File: config.mk
export PLATFORM = sky130hd
export DESIGN_NAME = updown_count_monitor_flat
export DESIGN_NICKNAME = d
export VERILOG_FILES = /design/src/rtl/updown_count_monitor_pkg.sv /design/src/rtl/updown_count_monitor_if.sv /design/src/rtl/updown_count_monitor_count_stable_filter.sv /design/src/rtl/updown_count_monitor.sv /design/src/flat_wrapper.sv
export SDC_FILE = /design/constraint.sdc
export NUM_CORES = 1
export LEC_CHECK = 0
export ABC_AREA = 0
export CORE_MARGIN = 2
export CORE_UTILIZATION = 52
export DETAILED_ROUTE_END_ITERATION = 12
export GPL_ROUTABILITY_DRIVEN = 0
export PLACE_DENSITY = 0.82
export SLEW_MARGIN = 25
export SYNTH_ARGS = -nofsm -noshare
export SYNTH_HDL_FRONTEND = slang
export SYNTH_SLANG_ARGS = --single-unit
File: constraint.sdc
create_clock -name clk -period 3.8 [get_ports clk]
set_input_delay 0.76 -clock clk [delete_from_list [all_inputs] [get_ports clk]]
set_output_delay 0.76 -clock clk [all_outputs]
set_load 0.02 [all_outputs]
File: src/rtl/updown_count_monitor_pkg.sv
// Purpose : shared types and constants for the up/down counter monitor.
// Latency : n/a (declarations only).
// Backpressure: n/a.
package updown_count_monitor_pkg;

    localparam int DEF_WIDTH         = 3;
    localparam int DEF_STABLE_CYCLES = 2;
    localparam int DEF_WRAP_W        = 8;

    // Counter mode line encoding
    localparam logic MODE_UP   = 1'b0;
    localparam logic MODE_DOWN = 1'b1;

    typedef enum logic [1:0] {
        S_INIT  = 2'd0,
        S_TRACK = 2'd1,
        S_FAULT = 2'd2
    } mon_state_e;

endpackage

File: src/rtl/updown_count_monitor_if.sv
// Purpose : raw counter bus (Q outputs + mode line) as seen by the monitor.
// Latency : n/a (wires only).
// Backpressure: none; the counter free-runs and the monitor only observes.
//   q_in : raw counter outputs, asynchronous to the monitor clock
//   m_in : counter mode, 0 = up, 1 = down
interface updown_count_monitor_if
    import updown_count_monitor_pkg::*;
#(
    parameter int WIDTH = DEF_WIDTH
);
    logic [WIDTH-1:0] q_in;
    logic             m_in;

    modport master (output q_in, output m_in);
    modport slave  (input  q_in, input  m_in);
endinterface

File: src/rtl/updown_count_monitor_count_stable_filter.sv
// Purpose : 2-flop synchronizer plus run-length stability filter for a bus.
// Latency : accept strobe STABLE_CYCLES+1 edges after the first edge that samples a new value.
// Backpressure: none; strobe is a combinational one-cycle pulse the parent must consume.
//   clk, clr      : clock and synchronous active-high clear
//   d_in          : asynchronous input bus
//   acc_vld       : high for the one edge where the synchronized value completes its run
//   acc_dat       : value being accepted (synchronized sample)
module count_stable_filter
    import updown_count_monitor_pkg::*;
#(
    parameter int WIDTH         = DEF_WIDTH,
    parameter int STABLE_CYCLES = DEF_STABLE_CYCLES
) (
    input  logic             clk,
    input  logic             clr,
    input  logic [WIDTH-1:0] d_in,
    output logic             acc_vld,
    output logic [WIDTH-1:0] acc_dat
);

    localparam int CNT_W = (STABLE_CYCLES < 1) ? 1 : $clog2(STABLE_CYCLES + 1);

    logic [WIDTH-1:0] sync1_q, sync1_d;
    logic [WIDTH-1:0] sync2_q, sync2_d;
    logic [WIDTH-1:0] hold_q,  hold_d;
    logic [CNT_W-1:0] stab_q,  stab_d;
    // Pipeline fill after clear: 2 means sync2 holds a real sample, 3 means hold does too.
    // Cleared flops must not masquerade as a stable run of zeros.
    logic [1:0]       fill_q,  fill_d;
    logic             equal;

    always_comb begin
        sync1_d = d_in;
        sync2_d = sync1_q;
        hold_d  = sync2_q;
        fill_d  = (fill_q == 2'd3) ? fill_q : fill_q + 2'd1;

        equal = (fill_q == 2'd3) && (sync2_q == hold_q);

        // stab counts consecutive equal comparisons; a run of S samples holds S-1 of them
        if (!equal) begin
            stab_d = '0;
        end else if (stab_q == CNT_W'(STABLE_CYCLES)) begin
            stab_d = stab_q;
        end else begin
            stab_d = stab_q + CNT_W'(1);
        end

        acc_vld = (fill_q >= 2'd2) && (stab_d == CNT_W'(STABLE_CYCLES - 1));
        acc_dat = sync2_q;
    end

    always_ff @(posedge clk) begin
        if (clr) begin
            sync1_q <= '0;
            sync2_q <= '0;
            hold_q  <= '0;
            stab_q  <= '0;
            fill_q  <= '0;
        end else begin
            sync1_q <= sync1_d;
            sync2_q <= sync2_d;
            hold_q  <= hold_d;
            stab_q  <= stab_d;
            fill_q  <= fill_d;
        end
    end

endmodule

File: src/rtl/updown_count_monitor.sv
// Purpose : classify settled counter changes as up/down steps or illegal jumps; track wraps.
// Latency : count_q and pulses update STABLE_CYCLES+2 edges after q_in first settles (4 by default).
// Backpressure: none; pulses are one cycle wide and must be consumed when seen.
//   clk, clr            : clock, synchronous active-high clear
//   cnt_if (slave)      : raw counter q_in / m_in
//   count_q/count_valid : last accepted count and its valid flag
//   ext_count/wrap_cnt  : {wrap_cnt, count_q} and signed net wrap count
//   step_up/step_down/wrap_pulse : one-cycle event pulses
//   err_step/err_dir    : sticky protocol error flags
module updown_count_monitor
    import updown_count_monitor_pkg::*;
#(
    parameter int WIDTH         = DEF_WIDTH,
    parameter int STABLE_CYCLES = DEF_STABLE_CYCLES,
    parameter int WRAP_W        = DEF_WRAP_W
) (
    input  logic                    clk,
    input  logic                    clr,
    updown_count_monitor_if.slave   cnt_if,
    output logic [WIDTH-1:0]        count_q,
    output logic                    count_valid,
    output logic [WRAP_W+WIDTH-1:0] ext_count,
    output logic [WRAP_W-1:0]       wrap_cnt,
    output logic                    step_up,
    output logic                    step_down,
    output logic                    wrap_pulse,
    output logic                    err_step,
    output logic                    err_dir
);

    logic             acc_vld;
    logic [WIDTH-1:0] acc_dat;

    count_stable_filter #(
        .WIDTH         (WIDTH),
        .STABLE_CYCLES (STABLE_CYCLES)
    ) u_q_filter (
        .clk     (clk),
        .clr     (clr),
        .d_in    (cnt_if.q_in),
        .acc_vld (acc_vld),
        .acc_dat (acc_dat)
    );

    mon_state_e       state_q, state_d;
    logic [WIDTH-1:0] count_d;
    logic             count_valid_q, count_valid_d;
    logic [WRAP_W-1:0] wrap_cnt_q, wrap_cnt_d;
    logic             step_up_q, step_up_d;
    logic             step_down_q, step_down_d;
    logic             wrap_pulse_q, wrap_pulse_d;
    logic             err_step_q, err_step_d;
    logic             err_dir_q, err_dir_d;
    // Mode sync is aligned with the q filter's sync2 stage, so both describe the same sample
    logic             m_sync1_q, m_sync1_d;
    logic             m_sync2_q, m_sync2_d;

    logic [WIDTH-1:0] diff;
    logic             new_val;

    always_comb begin
        state_d       = state_q;
        count_d       = count_q;
        count_valid_d = count_valid_q;
        wrap_cnt_d    = wrap_cnt_q;
        step_up_d     = 1'b0;
        step_down_d   = 1'b0;
        wrap_pulse_d  = 1'b0;
        err_step_d    = err_step_q;
        err_dir_d     = err_dir_q;
        m_sync1_d     = cnt_if.m_in;
        m_sync2_d     = m_sync1_q;

        diff    = acc_dat - count_q;
        // The first acceptance after clear loads even a value equal to the cleared count
        new_val = acc_vld && ((state_q == S_INIT) || (acc_dat != count_q));

        if (new_val) begin
            count_d = acc_dat;
            case (state_q)
                S_INIT: begin
                    count_valid_d = 1'b1;
                    state_d       = S_TRACK;
                end
                S_TRACK: begin
                    if (diff == WIDTH'(1)) begin
                        step_up_d = 1'b1;
                        if (count_q == {WIDTH{1'b1}}) begin
                            wrap_pulse_d = 1'b1;
                            wrap_cnt_d   = wrap_cnt_q + WRAP_W'(1);
                        end
                        if (m_sync2_q == MODE_DOWN) begin
                            err_dir_d = 1'b1;
                        end
                    end else if (diff == {WIDTH{1'b1}}) begin
                        step_down_d = 1'b1;
                        if (count_q == '0) begin
                            wrap_pulse_d = 1'b1;
                            wrap_cnt_d   = wrap_cnt_q - WRAP_W'(1);
                        end
                        if (m_sync2_q == MODE_UP) begin
                            err_dir_d = 1'b1;
                        end
                    end else begin
                        err_step_d = 1'b1;
                        state_d    = S_FAULT;
                    end
                end
                default: begin
                    // S_FAULT: follow the count only; wrap and pulses stay frozen
                end
            endcase
        end
    end

    always_ff @(posedge clk) begin
        if (clr) begin
            state_q       <= S_INIT;
            count_q       <= '0;
            count_valid_q <= 1'b0;
            wrap_cnt_q    <= '0;
            step_up_q     <= 1'b0;
            step_down_q   <= 1'b0;
            wrap_pulse_q  <= 1'b0;
            err_step_q    <= 1'b0;
            err_dir_q     <= 1'b0;
            m_sync1_q     <= 1'b0;
            m_sync2_q     <= 1'b0;
        end else begin
            state_q       <= state_d;
            count_q       <= count_d;
            count_valid_q <= count_valid_d;
            wrap_cnt_q    <= wrap_cnt_d;
            step_up_q     <= step_up_d;
            step_down_q   <= step_down_d;
            wrap_pulse_q  <= wrap_pulse_d;
            err_step_q    <= err_step_d;
            err_dir_q     <= err_dir_d;
            m_sync1_q     <= m_sync1_d;
            m_sync2_q     <= m_sync2_d;
        end
    end

    assign count_valid = count_valid_q;
    assign wrap_cnt    = wrap_cnt_q;
    assign ext_count   = {wrap_cnt_q, count_q};
    assign step_up     = step_up_q;
    assign step_down   = step_down_q;
    assign wrap_pulse  = wrap_pulse_q;
    assign err_step    = err_step_q;
    assign err_dir     = err_dir_q;

endmodule
File: src/flat_wrapper.sv
// flat-port wrapper written by rule: the top's interface ports become plain ports
module updown_count_monitor_flat import updown_count_monitor_pkg::*;
#(
    parameter int WIDTH         = DEF_WIDTH,
    parameter int STABLE_CYCLES = DEF_STABLE_CYCLES,
    parameter int WRAP_W        = DEF_WRAP_W
)
  (clk, clr, count_q, count_valid, ext_count, wrap_cnt, step_up, step_down, wrap_pulse, err_step, err_dir, cnt_if_q_in, cnt_if_m_in);
  updown_count_monitor_if #(.WIDTH(WIDTH)) cnt_if_i ();
  input  logic clk;
  input  logic clr;
  output logic [WIDTH-1:0] count_q;
  output logic count_valid;
  output logic [WRAP_W+WIDTH-1:0] ext_count;
  output logic [WRAP_W-1:0] wrap_cnt;
  output logic step_up;
  output logic step_down;
  output logic wrap_pulse;
  output logic err_step;
  output logic err_dir;
  input wire logic [$bits(cnt_if_i.q_in)-1:0] cnt_if_q_in;
  input wire logic [$bits(cnt_if_i.m_in)-1:0] cnt_if_m_in;
  assign cnt_if_i.q_in = cnt_if_q_in;
  assign cnt_if_i.m_in = cnt_if_m_in;
  updown_count_monitor #(.WIDTH(WIDTH), .STABLE_CYCLES(STABLE_CYCLES), .WRAP_W(WRAP_W)) u_core (.clk(clk), .clr(clr), .cnt_if(cnt_if_i), .count_q(count_q), .count_valid(count_valid), .ext_count(ext_count), .wrap_cnt(wrap_cnt), .step_up(step_up), .step_down(step_down), .wrap_pulse(wrap_pulse), .err_step(err_step), .err_dir(err_dir));
endmodule
==> flow_summary_export.csv, run 1 <==
group,metric,value,unit
synth,synthTopCellsByArea,"dfxtp_1 (37%), ha_1 (8.1%), buf_4 (4.5%)",
global_routing,grt_pass1_wl,5837,µm
power_and_ir_drop,vdd_drop_max,0.2585,mV
worst_setup_path,crit_path_start_kind,"flip-flop",
worst_setup_path,arrival,3690,ps
cells_and_area,final_area,2210,µm²
global_routing,grt_overflow,0,
clocking,h-tree-depth,2,
detailed_routing,dr.pass1.iters,4,
worst_setup_path,cp.depth,12,
worst_setup_path,path_delay_family,"adder cells",
global_routing,grt_use_total,0.1837,
clocking,clkSinkCount,34,
detailed_routing,wl,3250,µm
global_routing,first_global_vias,1282,
placed_design,placed_cell_area,2146,µm²
synth,synth_top_cell_by_area,"dfxtp_1",
synth,yosysSeqAreaShare,0.3681,
timing,final-setup-viol-count,0,
synth,synth.avg_cell_area,9.435,µm²
flow_run,max_cap_viol_count,0,
power_and_ir_drop,switchingPower,0.0001745,W
floorplan,io_pins,34,
detailed_routing,drtIter0Drc,87,
clocking,cts_max_path_buffers,2,
cells_and_area,seq_area,680.7,µm²
power_and_ir_drop,power_density,301.6,nW/µm²
clocking,post_cts_resized,0,
placed_design,port-buffer-count,33,
floorplan,core_area,3363,µm²
timing,tns,0,ps
detailed_routing,wl_per_cell,12.08,µm
power_and_ir_drop,comb_power_share,0.113,
worst_setup_path,crit_path_cell_trace,"ha_1 -> inv_1 -> fa_1 -> xnor3_4 -> nor3_2 -> inv_1 -> ha_1 -> a21o_1 -> a211o_1 -> o221a_2 -> o21ai_2 -> mux2_4",
clocking,numCtsBuffers,5,
synth,yosysWarningCount,0,
worst_setup_path,critPathSlowestCell,"dfxtp_1",
floorplan,initial_core_util,0.5499,
worst_setup_path,path_class,"reg -> reg",
global_routing,grt_max_degree,24,
cells_and_area,nets,242,
clocking,root_buffer,"clkbuf_4",
worst_setup_path,reg2reg_to,"u_core.wrap_cnt[7]",
timing,period_share,0.9050,
hold_path,hp-class,"reg -> reg",
cells_and_area,multi_input_area,1002,µm²
clocking,ctsHoldBuffers,0,
timing,timing.final.crit_period,3439,ps
worst_setup_path,crit_fanout,8,
cells_and_area,diodes,0,
cells_and_area,nFillCells,303,
synth,syn-num-nets,216,
synth,ys_top_cells_by_count,"dfxtp_1 (34), nor2_1 (15), inv_1 (14)",
power_and_ir_drop,seqPwrFrac,0.563,
detailed_routing,drtAntennaViolNets,0,
timing,timing.final.hold_violations,0,
synth,yosys.cell_types.count,48,
timing,fmax,290.8,MHz
worst_setup_path,worstSetupStartpoint,"u_core.count_q[0]",
clocking,cts_tree,"built",
placed_design,dp_hpwl,2378,µm
synth,post-synth-top-count-cell,"dfxtp_1",
floorplan,die_h,63.64,µm
power_and_ir_drop,p_clk_frac,0.324,
synth,synth-edff-count,0,
timing,slew_headroom,0.4632,
floorplan,die_area,4049,µm²
synth,synthFlopType,"dfxtp_1",
synth,synth_cells,196,
worst_setup_path,required,4050,ps
timing,report.final.slew_viol_count,0,
power_and_ir_drop,internal_power,0.0004918,W
worst_setup_path,rr_startpoint,"u_core.count_q[0]",
timing,hold_ws,443.8,ps
clocking,cts_setup_buffers,0,
power_and_ir_drop,p_leak,0.8743,nW
worst_setup_path,endpoint_kind,"flip-flop",
synth,netlist_area,1849,µm²
worst_setup_path,slowest_delay,430,ps
cells_and_area,drive_gt1_frac,0.1121,
worst_setup_path,r2r_setup_slack,360,ps
worst_setup_path,endpoint,"u_core.wrap_cnt[7]",
detailed_routing,route.detailed.drc,0,
global_routing,antenna_found_initial,0,
floorplan,die_w,63.64,µm
cells_and_area,syn_to_final_growth,19.49,%
synth,yosysTopAreaCellShare,0.3681,
hold_path,min_from,"u_core.u_q_filter.sync1_q[1]",
detailed_routing,via_per_inst,5.093,
clocking,clk_pin_slew,110,ps
detailed_routing,dr_total_vias,1370,
worst_setup_path,reg2reg_depth,12,
run_status,outcome,"complete, no violations",
clocking,worst_skew_pair.late_latency,340,ps
floorplan,row_count,21,
synth,async_reset_ff_frac,0,
timing,skew,8.545,ps
power_and_ir_drop,switching_share,0.2619,
timing,rsz0062_at_grt,"no",
synth,synth-seq-cells,34,
timing,worst_slew_pin_slew,802.6,ps
worst_setup_path,crit_buf_inv,2,
[routing by layer]
metal | wire (µm) | GRT usage | share of wire
met1 | 1681 | 0.2469 | 0.52
met2 | 1367 | 0.2684 | 0.42
met3 | 148 | 0.06429 | 0.046
met4 | 53 | 0.07337 | 0.016
met5 | 0 | 0 | 0
[sequential cells by signal, summed over array words and instances (netlist names), 2 cells and up]
name,cells
u_core.u_q_filter.stab_q,2
u_core.count_q,3
u_core.state_q,2
u_core.u_q_filter.sync1_q,3
u_core.wrap_cnt,8
u_core.u_q_filter.acc_dat,3
u_core.u_q_filter.hold_q,3
u_core.u_q_filter.fill_q,2
[kinds of logic after synthesis]
| family | Yosys count | synth area share |
|---|---|---|
| muxes | 5 | 0.02977 |
| buffers and inverters | 31 | 0.08998 |
| AOI/OAI and AO/OA | 37 | 0.1468 |
| adders and majority gates | 14 | 0.1028 |
| DFF | 34 | 0.3681 |
| and+or+nand+nor | 66 | 0.2016 |
| xor gates and xnor gates | 9 | 0.06089 |
[layout by cell type, fill, tap and decap left out, types with 2 or more instances in the layout]
cell,instances
dfxtp_1,34
clkdlybuf4s50_1,33
nor2_1,15
inv_1,14
nor2b_1,13
a21oi_1,13
ha_1,12
nor3_1,10
o21ai_0,7
nand2_1,6
nand3_1,5
clkbuf_4,5
xnor2_1,4
mux2i_1,4
xor2_1,3
or3_1,3
buf_4,3
nand2b_1,2
o21ba_2,2
nand4_1,2
nor3b_1,2
o211a_1,2
a211oi_1,2
fa_1,2
[area by class of cell]
class,count,area share
sequential,34,0.3080
clock inverter,2,0.005663
tap,46,0.02605
clock buffer,6,0.02322
inverter,14,0.02378
timing repair buffer,36,0.1597
multi-input combinational,131,0.4536
[power by group through the flow]
| stage | Sequential (W) | Clock, W | Combinational (W) |
|---|---|---|---|
| 6_report | 0.000375 | 0.000216 | 0.0000750 |
| 5_1_grt | 0.000377 | 0.000244 | 0.0000857 |
| 4_1_cts | 0.000375 | 0.000224 | 0.0000756 |
| 2_1_floorplan | 0.000382 | 0 | 0.0000568 |
| 3_5_place_dp | 0.000383 | 0 | 0.0000747 |
| 3_3_place_gp | 0.000383 | 0 | 0.0000744 |
[worst min-delay path by stage]
| stage | end | slack [ps] | cells past startpoint |
|---|---|---|---|
| after global routing | u_core.err_step | 480 | 2 |
| after CTS | u_core.m_sync2_q | 450 | 1 |
| after global placement | u_core.m_sync2_q | 420 | 1 |
| after floorplan | u_core.m_sync2_q | 410 | 1 |
| final | u_core.u_q_filter.acc_dat[1] | 440 | 1 |
| after detailed placement | u_core.m_sync2_q | 420 | 1 |
[per-stage QoR]
step,util,std cells,power (W),setup WS (ps)
after floorplan,-,196,0.0004390,297.1
after global placement,0.6380,261,0.0004574,486.3
after detailed placement,0.6380,261,0.0004580,392.3
after CTS,0.6570,269,0.0006751,346.9
after global routing,0.6570,269,0.0007067,191.5
final,0.6570,269,0.0006663,360.9
Power figures use the tool's default switching activity.
==> run 2, diff against run 1 <==
CTS_CLUSTER_DIAMETER = 40   (was unset)
==> results of run 2 <==
The final DEF is identical to that of run 1; final timing and power are the same.
==> run 3, diff against run 2 <==
REMOVE_ABC_BUFFERS = 1   (was unset)
==> run 3 against run 2 <==
Effect of this change:
- clock power fell by 14%
- via count rose by 4.3%
- critical path depth did not move
- sequential cell count did not move
- maximum frequency fell by 1.0%
- register-to-register slack got worse by 40 ps
- count of clock-buffer cells in the layout fell by 1
- global-route usage rose by 1.6 points
- worst setup slack got worse by 35 ps
- combinational power fell by 1%
- cell count fell by 0.74%
- sequential power barely moved
- critical endpoint unchanged
- largest cell class unchanged
- largest power group unchanged
- highest routed layer unchanged
==> flow_summary_export.csv, run 3 (synthesized netlist as in run 1, its figures left out) <==
group,metric,value,unit
run_status,outcome,"complete, no violations",
power_and_ir_drop,internal_power,0.0004687,W
floorplan,initial_core_util,0.5499,
global_routing,grt_overflow,0,
flow_run,max_cap_viol_count,0,
timing,hold_ws,442.5,ps
clocking,ctsHoldBuffers,0,
worst_setup_path,crit_path_start_kind,"flip-flop",
clocking,cts_tree,"built",
detailed_routing,route.detailed.drc,0,
power_and_ir_drop,vdd_drop_max,0.1965,mV
timing,tns,0,ps
power_and_ir_drop,seqPwrFrac,0.592,
clocking,h-tree-depth,2,
timing,period_share,0.9143,
detailed_routing,drtAntennaViolNets,0,
cells_and_area,drive_gt1_frac,0.1041,
worst_setup_path,path_class,"reg -> reg",
timing,skew,6.000,ps
clocking,cts_setup_buffers,0,
power_and_ir_drop,p_leak,0.8656,nW
timing,fmax,287.8,MHz
worst_setup_path,crit_fanout,8,
floorplan,core_area,3363,µm²
clocking,post_cts_resized,0,
timing,timing.final.hold_violations,0,
timing,final-setup-viol-count,0,
worst_setup_path,arrival,3720,ps
floorplan,die_w,63.64,µm
detailed_routing,dr.pass1.iters,5,
detailed_routing,wl,3524,µm
detailed_routing,wl_per_cell,13.20,µm
hold_path,hp-class,"reg -> reg",
power_and_ir_drop,p_clk_frac,0.292,
floorplan,row_count,21,
cells_and_area,nets,241,
global_routing,grt_use_total,0.1998,
cells_and_area,final_common_cell,"dfxtp_1",
power_and_ir_drop,comb_power_share,0.117,
timing,timing.final.crit_period,3474,ps
timing,slew_headroom,0.4586,
cells_and_area,syn_to_final_growth,18.20,%
cells_and_area,final_area,2186,µm²
detailed_routing,drtIter0Drc,104,
clocking,numCtsBuffers,5,
clocking,root_buffer,"clkbuf_4",
power_and_ir_drop,power_density,290.4,nW/µm²
global_routing,first_global_vias,1403,
clocking,worst_skew_pair.late_latency,340,ps
power_and_ir_drop,switchingPower,0.0001661,W
worst_setup_path,r2r_setup_slack,330,ps
global_routing,grt_pass1_wl,6203,µm
hold_path,min_to,"u_core.m_sync2_q",
floorplan,io_pins,34,
worst_setup_path,reg2reg_depth,12,
global_routing,grt_max_degree,24,
hold_path,min_from,"u_core.m_sync1_q",
power_and_ir_drop,switching_share,0.2617,
clocking,cts_max_path_buffers,2,
detailed_routing,via_per_inst,5.352,
cells_and_area,fin_util,0.6499,
worst_setup_path,endpoint_kind,"flip-flop",
worst_setup_path,reg2reg_to,"u_core.wrap_cnt[7]",
floorplan,die_area,4049,µm²
placed_design,dp_hpwl,2568,µm
placed_design,placed_cell_area,2138,µm²
cells_and_area,final_cell_mix,"dfxtp_1 (34), clkdlybuf4s50_1 (33), nor2_1 (15)",
power_and_ir_drop,power,0.0006348,W
placed_design,port-buffer-count,33,
timing,rsz0062_at_grt,"no",
hold_path,hold_depth,1,
cells_and_area,diodes,0,
floorplan,die_h,63.64,µm
detailed_routing,dr_total_vias,1429,
global_routing,antenna_found_initial,0,
worst_setup_path,required,4040,ps
clocking,clkSinkCount,34,
cells_and_area,largest_reg_flops,8,
timing,report.final.slew_viol_count,0,
worst_setup_path,rr_startpoint,"u_core.count_q[0]",
timing,worst_slew_pin_slew,809.5,ps
clocking,clk_pin_slew,100,ps
run 3: cell types whose count changed in the layout (fill, tap and decap cells not counted), sizes merged:
cell | previous run | this run
clkinv | 1 | 2
clkinvlp | 1 | 0
buf | 3 | 2
clkbuf | 6 | 5
run 3: area by class of cell:
cell class | instances | area (µm²)
clock buffer | 5 | 37.54
multi-input combinational | 131 | 1002
sequential | 34 | 680.7
tap | 46 | 57.56
timing repair buffer | 35 | 345.3
fill | 304 | 1177
clock inverter | 2 | 10.01
inverter | 14 | 52.55
run 3: worst max path at each step:
stage	start	endpoint	slack, ps	depth (start not counted)
final	u_core.count_q[0]	u_core.wrap_cnt[7]	330	12
after global routing	u_core.count_q[0]	u_core.wrap_cnt[7]	130	12
after CTS	u_core.count_q[0]	u_core.wrap_cnt[7]	330	12
after detailed placement	u_core.count_q[0]	u_core.wrap_cnt[7]	360	12
after global placement	u_core.count_q[0]	u_core.wrap_cnt[7]	480	12
after floorplan	u_core.count_q[0]	u_core.wrap_cnt[7]	160	12
run 3: routing by layer:
metal / share of wire / global-route usage / vias up / wire length, µm
met4: 0.018 / 0.1087 / 0 / 65
met1: 0.45 / 0.2318 / 666 / 1589
met5: 0 / 0 / - / 0
met2: 0.48 / 0.3263 / 40 / 1680
li1: - / - / 716 / -
met3: 0.053 / 0.06250 / 7 / 187
run 3: power by group through the flow:
stage	combinational, W	clock (W)	sequential [W]
after floorplan	0.0000511	0	0.000383
final	0.0000740	0.000185	0.000376
after detailed placement	0.0000735	0	0.000384
after CTS	0.0000741	0.000192	0.000376
after global placement	0.0000717	0	0.000384
after global routing	0.0000842	0.000212	0.000378
run 3: metrics by stage:
step / cells / setup slack (ps)
after floorplan: 179 / 160.6
after global placement: 260 / 481.1
after detailed placement: 260 / 363.1
after CTS: 267 / 325.9
after global routing: 267 / 132.5
final: 267 / 325.6
run 3: worst max-delay path: stages (launching register included):
cell     delay, ps
dfxtp_1        420
ha_1           170
inv_1           50
fa_1           400
xnor3_4        360
nor3_2         170
inv_1          180
ha_1           380
a21o_1         240
a211o_1        290
o221a_2        240
o21ai_2        160
mux2_4         310
